## src/rtl/updown_counter_mod.sv

```systemverilog
// Up/down event counter with a run-time modulo limit, clamped step size,
// wrap or saturate at the bounds, and overflow/underflow pulse and sticky flags.
module updown_counter_mod #(
    parameter int WIDTH  = 32,
    parameter int STEP_W = 8
) (
    input  logic              clk,
    input  logic              rst_n,
    input  logic              en,
    input  logic              load,
    input  logic [WIDTH-1:0]  data_in,
    input  logic              up_down,
    input  logic [STEP_W-1:0] step,
    input  logic [WIDTH-1:0]  limit,
    input  logic              sat_mode,
    input  logic              clr_flags,
    output logic [WIDTH-1:0]  count,
    output logic              ovf_pulse,
    output logic              unf_pulse,
    output logic              ovf_sticky,
    output logic              unf_sticky,
    output logic              at_max,
    output logic              at_zero
);

    logic [WIDTH-1:0] step_w;
    logic [WIDTH-1:0] s;
    logic [WIDTH:0]   sum;
    logic [WIDTH-1:0] count_nxt;
    logic             ovf_nxt;
    logic             unf_nxt;

    assign step_w = WIDTH'(step);
    assign s      = (step_w > limit) ? limit : step_w;
    // One extra bit so an all-ones limit cannot lose the carry.
    assign sum    = {1'b0, count} + {1'b0, s};

    always_comb begin
        count_nxt = count;
        ovf_nxt   = 1'b0;
        unf_nxt   = 1'b0;
        if (load) begin
            count_nxt = (data_in > limit) ? limit : data_in;
        end else if (en) begin
            if (count > limit) begin
                count_nxt = sat_mode ? limit : '0;
                ovf_nxt   = 1'b1;
            end else if (s != '0) begin
                if (up_down) begin
                    if (sum > {1'b0, limit}) begin
                        ovf_nxt = 1'b1;
                        // Wrap result is below limit, so modulo-2^WIDTH arithmetic is exact.
                        count_nxt = sat_mode ? limit : (count + s - limit - WIDTH'(1));
                    end else begin
                        count_nxt = sum[WIDTH-1:0];
                    end
                end else begin
                    if (s <= count) begin
                        count_nxt = count - s;
                    end else begin
                        unf_nxt   = 1'b1;
                        count_nxt = sat_mode ? '0 : (count + limit + WIDTH'(1) - s);
                    end
                end
            end
        end
    end

    always_ff @(posedge clk or negedge rst_n) begin
        if (!rst_n) begin
            count      <= '0;
            ovf_pulse  <= 1'b0;
            unf_pulse  <= 1'b0;
            ovf_sticky <= 1'b0;
            unf_sticky <= 1'b0;
        end else begin
            count      <= count_nxt;
            ovf_pulse  <= ovf_nxt;
            unf_pulse  <= unf_nxt;
            // A new event beats a simultaneous clear.
            ovf_sticky <= ovf_nxt | (ovf_sticky & ~clr_flags);
            unf_sticky <= unf_nxt | (unf_sticky & ~clr_flags);
        end
    end

    assign at_max  = (count == limit);
    assign at_zero = (count == '0);

endmodule

```

## config.mk

```make
export PLATFORM = sky130hd
export DESIGN_NAME = updown_counter_mod
export DESIGN_NICKNAME = d
export VERILOG_FILES = /design/src/rtl/updown_counter_mod.sv
export SDC_FILE = /design/constraint.sdc
export NUM_CORES = 1
export LEC_CHECK = 0
export BUFFER_PORTS_ARGS = -buffer_cell sky130_fd_sc_hd__buf_2
export CORE_MARGIN = 1
export CORE_UTILIZATION = 40
export CTS_BUF_LIST = sky130_fd_sc_hd__clkbuf_4 sky130_fd_sc_hd__clkbuf_8
export CTS_CLUSTER_SIZE = 40
export DETAILED_ROUTE_END_ITERATION = 8
export SETUP_SLACK_MARGIN = 0.4
export SLEW_MARGIN = 30
export SYNTH_ARGS = -nofsm -noshare
export SYNTH_HDL_FRONTEND = slang
export SYNTH_SLANG_ARGS = --single-unit
```

## constraint.sdc

```tcl
create_clock -name clk -period 8.9 [get_ports clk]
set_input_delay 0.445 -clock clk [delete_from_list [all_inputs] [get_ports clk]]
set_output_delay 0.445 -clock clk [all_outputs]
set_load 0.1 [all_outputs]
```

==> results_dict.tcl, run 1 <==
set metrics [dict create \
    status "complete, no violations" \
    combPwrFrac_pct 90.7 \
    grtUsageMet2_pct 57.08 \
    grt_busiest_layer "met2" \
    drt_iter0_markers 1872 \
    cts_tree "done" \
    tns_ps 0 \
    path_class "input pin to register" \
    seq_area_frac_synth_pct 6.278 \
    synth_common_cells "ha_1 (256), inv_1 (191), a21oi_1 (185), nand2_1 (151), nor2_1 (127)" \
    dr.pass1.iters 6 \
    finalSetupViolations 0 \
    fin_crit_sh_pct 89.36 \
    io_buffers 116 \
    grt_pass1_wl_mm 99.91 \
    antenna_found_initial 1 \
    cp-start-kind "input pin" \
    p_clk_share_pct 2.1 \
    cts_root_buf "clkbuf_8" \
    syn2layout_area_growth_pct 9.940 \
    grt_usage_pct 36.92 \
    clock_tree.buffer_depth 2 \
    critPathArrivalTime_ps 8170 \
    syn_inst 1971 \
    insertion_delay_ps 340 \
    dieWidth_microns 191.4 \
    syn_area_per_cell_sq_um 7.280 \
    antenna_left 0 \
    synth_most_common_cell "ha_1" \
    min_period_ps 7953 \
    max_freq_mhz 125.7 \
    cts_setup_buffers 0 \
    vias 16410 \
    power.internal_mw 2.401 \
    drc 0 \
    start_util_pct 40.54 \
    synth_warnings 0 \
    nFillCells 3758 \
    grt_util_met3_pct 6.536 \
    synth-edff-count 0 \
    gp_congestion 1.015 \
    hold_viol_final 0 \
    cts_inserted_buffers 5 \
    ios 117 \
    cts-hold-fix-buffers 0 \
    synth.top_cell.area_share_pct 22.32 \
    rr_worst_depth 20 \
    die_y_microns 191.4 \
    synthFlopType "dfrtp_1" \
    required_ps 9120 \
    p_leak_nw 7.566 \
    synth-seq-cells 36 \
    routed_wl_mm 67.83 \
    drive_gt1_share_pct 10.37 \
    synthArstFlopShare_pct 100.0 \
    cts_sinks 36 \
    crit_fanout 14 \
    clkTransAtPathRegs_ps 100 \
    max_cap_viol_count 0 \
    grt_pass1_vias 15328 \
    power_mw 6.856 \
    ys_types 94 \
    drv_slew 0 \
    ctsResizeCount 0 \
    synth_area_sq_mm 0.01435 \
    grt_use_met1_pct 50.47 \
    grt.overflow.total 0 \
    worst_slew_margin_rel_pct 25.16 \
    nNetsFinal 2489 \
    p_seq_share_pct 7.2 \
    power_density_mw_per_mm2 434.6 \
    n_antenna_cell 0 \
    worst_pin_slew_ps 1119 \
    htreeDepth 2 \
    worstHoldPathType "input pin to async pin" \
    fin_skew_ps 19.98 \
    dpl.hpwl_mm 55.02 \
    coreArea_sq_mm 0.03540 \
    yosys.area.top_type "ha_1" \
    wl_per_cell_microns 26.36 \
    switching_share_pct 64.98 \
    yosys-top-cells-area "ha_1 (22%), a21oi_1 (6.5%), dfrtp_1 (6.3%), fa_1 (5.9%), inv_1 (5.0%)" \
    detail_route.vias_per_cell 6.378 \
    p_sw_mw 4.455 \
    worst_setup_path_end_kind "register" \
    peakVddDrop_uv 231.1 \
    rows 69 \
    rsz0062_at_grt "false" \
    grt_start_max_net_pins 53 \
    fp.dieArea_sq_mm 0.03663 \
]
-- logic make-up (layout without fill, tap and decap cells) --
| group | count (synthesis) | after routing | synth area share, % |
|---|---|---|---|
| DFF | 36 | 36 | 6.278 |
| adders and majority gates | 298 | 298 | 28.18 |
| xor gates and xnor gates | 104 | 104 | 6.348 |
| buffers and inverters | 277 | 349 | 7.621 |
| other | 2 | 71 | 0.05234 |
| and+or+nand+nor | 576 | 576 | 19.82 |
| muxes | 15 | 15 | 1.090 |
| AOI/OAI and AO/OA | 663 | 663 | 30.61 |
-- state kept, by name, summed over array words and instances (netlist names) --
register / cells
unf_pulse: 1
unf_sticky: 1
count: 32
ovf_sticky: 1
ovf_pulse: 1
-- power groups by stage --
| stage | Clock [mW] | Sequential (mW) | Combinational [mW] |
|---|---|---|---|
| final | 0.145 | 0.492 | 6.22 |
| after CTS | 0.144 | 0.481 | 6.02 |
| after detailed placement | 0 | 0.484 | 5.98 |
| after floorplan | 0 | 0.900 | 3.85 |
| after global placement | 0 | 0.484 | 5.96 |
| after global routing | 0.151 | 0.498 | 6.67 |
-- final cells by class --
type                    count  area (sq um)  area share, %
multi-input cells        1727         12650          80.20
flip-flops and latches     36         900.9          5.711
repair buffers            149         840.8          5.330
inverters                 193         724.4          4.592
well taps                 461         576.8          3.656
clock buffers               6         76.32         0.4838
clock inverters             1         5.005        0.03173
-- cell usage in the layout, fill, tap and decap left out, types with 32 or more instances in the layout --
cell type,Yosys,layout
a21oi_1,185,185
nor2_1,127,126
nor3_1,51,51
ha_1,256,256
nand4_1,37,37
dfrtp_1,36,36
o21ai_0,117,116
nand3_1,48,48
o211ai_1,51,51
buf_4,3,32
a21o_1,54,54
inv_1,191,191
buf_2,22,116
nand2_1,151,151
conb_1,2,71
fa_1,42,42
xnor2_1,73,73
-- path summary, 6_finish.rpt --
check | start | endpoint | slack (ps)
worst max-delay path | limit[23] | count[29]$_DFFE_PN0P_ | 950
worst min-delay path | rst_n | ovf_pulse$_DFF_PN0_ | 220
worst max register to register | count[1]$_DFFE_PN0P_ | count[29]$_DFFE_PN0P_ | 2460
worst min register to register | unf_sticky$_DFF_PN0_ | unf_sticky$_DFF_PN0_ | 490
max in group asynchronous | rst_n | count[22]$_DFFE_PN0P_ | 8220
min in group clk | clr_flags | unf_sticky$_DFF_PN0_ | 410
-- per-layer routing --
layer  part of all wire [%]  wire (microns)
met5                      0               0
met4                    4.5            3086
met3                    9.8            6680
met2                     43           28860
met1                     43           29210
-- critical path, stage by stage --
cell	delay (ps)
buf_2	190
nor4_4	540
nand4_1	370
nor2_1	310
o311ai_2	330
a21o_1	310
ha_1	400
or4_1	540
o21ai_0	130
a211oi_1	120
a211oi_1	560
o31ai_1	190
a21oi_1	400
o31ai_1	140
xnor2_1	170
ha_1	320
nand4_1	140
nor4_1	490
nand3_1	210
nor3_1	180
o21ai_0	120
a211o_1	530
and2_0	390
a31oi_1	210
nand4_1	110
o31a_1	310
-- through the flow --
| step | worst slack [ps] | cells | instance area [sq um] | hold WS [ps] | util, % |
|---|---|---|---|---|---|
| 6_report | 946.7 | 2573 | 15780 | 221.6 | 44.57 |
| 3_5_place_dp | 569.4 | 2566 | 15690 | 476.7 | 44.31 |
| 3_3_place_gp | 337.8 | 2566 | 15680 | 458.7 | 44.28 |
| 4_1_cts | 901.9 | 2573 | 15770 | 232.7 | 44.54 |
| 2_1_floorplan | 2121 | 2040 | 14610 | 149.4 | - |
| 5_1_grt | 407.8 | 2573 | 15780 | 251.8 | 44.57 |
No activity file was read; power rests on OpenSTA's default activity.
==> run 2: changes to the inputs <==
--- a/config.mk
+++ b/config.mk
@@ -6,11 +6,14 @@
 export NUM_CORES = 1
 export LEC_CHECK = 0
 export BUFFER_PORTS_ARGS = -buffer_cell sky130_fd_sc_hd__buf_2
+export CELL_PAD_IN_SITES_DETAIL_PLACEMENT = 1
+export CELL_PAD_IN_SITES_GLOBAL_PLACEMENT = 1
 export CORE_MARGIN = 1
 export CORE_UTILIZATION = 40
 export CTS_BUF_LIST = sky130_fd_sc_hd__clkbuf_4 sky130_fd_sc_hd__clkbuf_8
 export CTS_CLUSTER_SIZE = 40
 export DETAILED_ROUTE_END_ITERATION = 8
+export PLACE_DENSITY_LB_ADDON = 0.1
 export SETUP_SLACK_MARGIN = 0.4
 export SLEW_MARGIN = 30
 export SYNTH_ARGS = -nofsm -noshare
==> results_dict.tcl, run 2 (same netlist as run 1, synthesis figures left out) <==
set metrics [dict create \
    rr_endpoint "count[29]$_DFFE_PN0P_" \
    grt_pass1_vias 16517 \
    wl_met1_mm 31.57 \
    worstHoldPathType "input pin to async pin" \
    rrSetupSlack_ps 2460 \
    cts_sinks 36 \
    cts_root_buf "clkbuf_8" \
    fin_crit_sh_pct 89.14 \
    nFillCells 4600 \
    largest_register_ffs 32 \
    tns_ps 0 \
    fin_skew_ps 36.31 \
    nNetsFinal 2482 \
    drt_iter0_markers 1500 \
    wl_met2_mm 33.01 \
    cp-start-kind "input pin" \
    dpl.hpwl_mm 59.49 \
    grt.overflow.total 0 \
    hold_viol_final 0 \
    cpMostUsedCell "ha_1" \
    antenna_left 0 \
    drive_gt1_share_pct 10.21 \
    crit_fanout 24 \
    rows 69 \
    wl_met3_mm 4.750 \
    die_y_microns 191.4 \
    wl_per_cell_microns 28.50 \
    syn2layout_area_growth_pct 9.662 \
    detail_route.vias_per_cell 6.481 \
    drc 0 \
    cts_tree "done" \
    io_buffers 116 \
    power_mw 6.979 \
    coreArea_sq_mm 0.03540 \
    fp.dieArea_sq_mm 0.03663 \
    ios 117 \
    path_class "input pin to register" \
    slowest_delay_ps 570 \
    cts_inserted_buffers 5 \
    worst_setup_path_end_kind "register" \
    vias 16629 \
    dieWidth_microns 191.4 \
    worst_slew_margin_rel_pct 29.26 \
    htreeDepth 2 \
    multi_input_area_sq_mm 0.01266 \
    clkTransAtPathRegs_ps 140 \
    finalSetupViolations 0 \
    final_common_cell "ha_1" \
    rr_worst_depth 20 \
    peakVddDrop_uv 249.1 \
    clock_tree.buffer_depth 2 \
    grt_pass1_wl_mm 107.7 \
    p_leak_nw 7.533 \
    drv_slew 0 \
    max_cap_viol_count 0 \
    worst_pin_slew_ps 1051 \
    seq_area_sq_um 900.9 \
    grt_usage_pct 39.84 \
    grt_start_max_net_pins 50 \
    critPathArrivalTime_ps 8200 \
    power_density_mw_per_mm2 443.5 \
    start_util_pct 40.54 \
    final_cell_mix "ha_1 (256), inv_1 (190), a21oi_1 (185)" \
    status "complete, no violations" \
    dr.pass1.iters 6 \
    insertion_delay_ps 360 \
    required_ps 9160 \
    slowest_stage "a211o_2" \
    n_antenna_cell 0 \
    antenna_found_initial 0 \
    max_freq_mhz 126.0 \
    reg2reg_from "count[4]$_DFFE_PN0P_" \
    top_register "count" \
    top_layer "met4" \
    min_period_ps 7934 \
    rsz0062_at_grt "false" \
    routed_wl_mm 73.13 \
    gp_congestion 0.9861 \
]
[run 2: worst max-delay path, delay by kind of cell]
kind	cells	cell delay (ps)
simple gates	7	1510
buf+inv	2	330
fa+ha+maj	4	1360
compound gates	15	4330
xor+xnor	1	170
[run 2: metal layers]
layer	global-route usage, %	up-vias
met2	64.98	732
met5	0	-
met3	3.819	164
met4	18.50	0
li1	-	7441
met1	52.67	8292
[run 2: per-stage QoR]
step | util [%] | hold slack [ps] | setup slack, ps | area, sq um | std cells
6_report | 44.45 | 168.6 | 966.2 | 15740 | 2566
5_1_grt | 44.45 | 201.3 | 468.6 | 15740 | 2566
4_1_cts | 44.44 | 187.4 | 948.2 | 15730 | 2566
3_5_place_dp | 44.16 | 470.9 | 599.2 | 15630 | 2559
3_3_place_gp | 44.12 | 465.4 | 876.7 | 15620 | 2559
2_1_floorplan | - | 149.4 | 2121 | 14610 | 2040
[run 2: how the worst max path moves through the flow]
stage,startpoint,end,slack (ps),cells after the start
2_1_floorplan,limit[2],count[25]$_DFFE_PN0P_,2120,30
3_3_place_gp,limit[19],count[29]$_DFFE_PN0P_,880,26
3_5_place_dp,limit[1],count[29]$_DFFE_PN0P_,600,29
4_1_cts,limit[1],count[25]$_DFFE_PN0P_,950,29
5_1_grt,limit[2],count[15]$_DFFE_PN0P_,470,29
6_report,limit[1],count[29]$_DFFE_PN0P_,970,29
[run 2: cell type report]
class                           instances  area share, %
Multi-Input combinational cell       1727          80.46
Sequential cell                        36          5.725
Timing Repair Buffer                  142          4.930
Inverter                              193          4.604
Tap cell                              461          3.666
Clock buffer                            7         0.6123
[run 2: what timing repair did]
item | in CTS | in global routing
buffers inserted | 0 | 0
hold buffers | 0 | 0
gates resized for setup | 0 | 1
endpoints found under the setup margin | 0 | 6
[run 2: where the power goes]
group	internal (mW)	total (mW)	switching [mW]	leakage, nW
clock network	0.0697	0.163	0.0928	0.0503
registers	0.232	0.500	0.268	0.437
logic	2.12	6.32	4.20	7.05
total	2.42	6.98	4.56	7.53
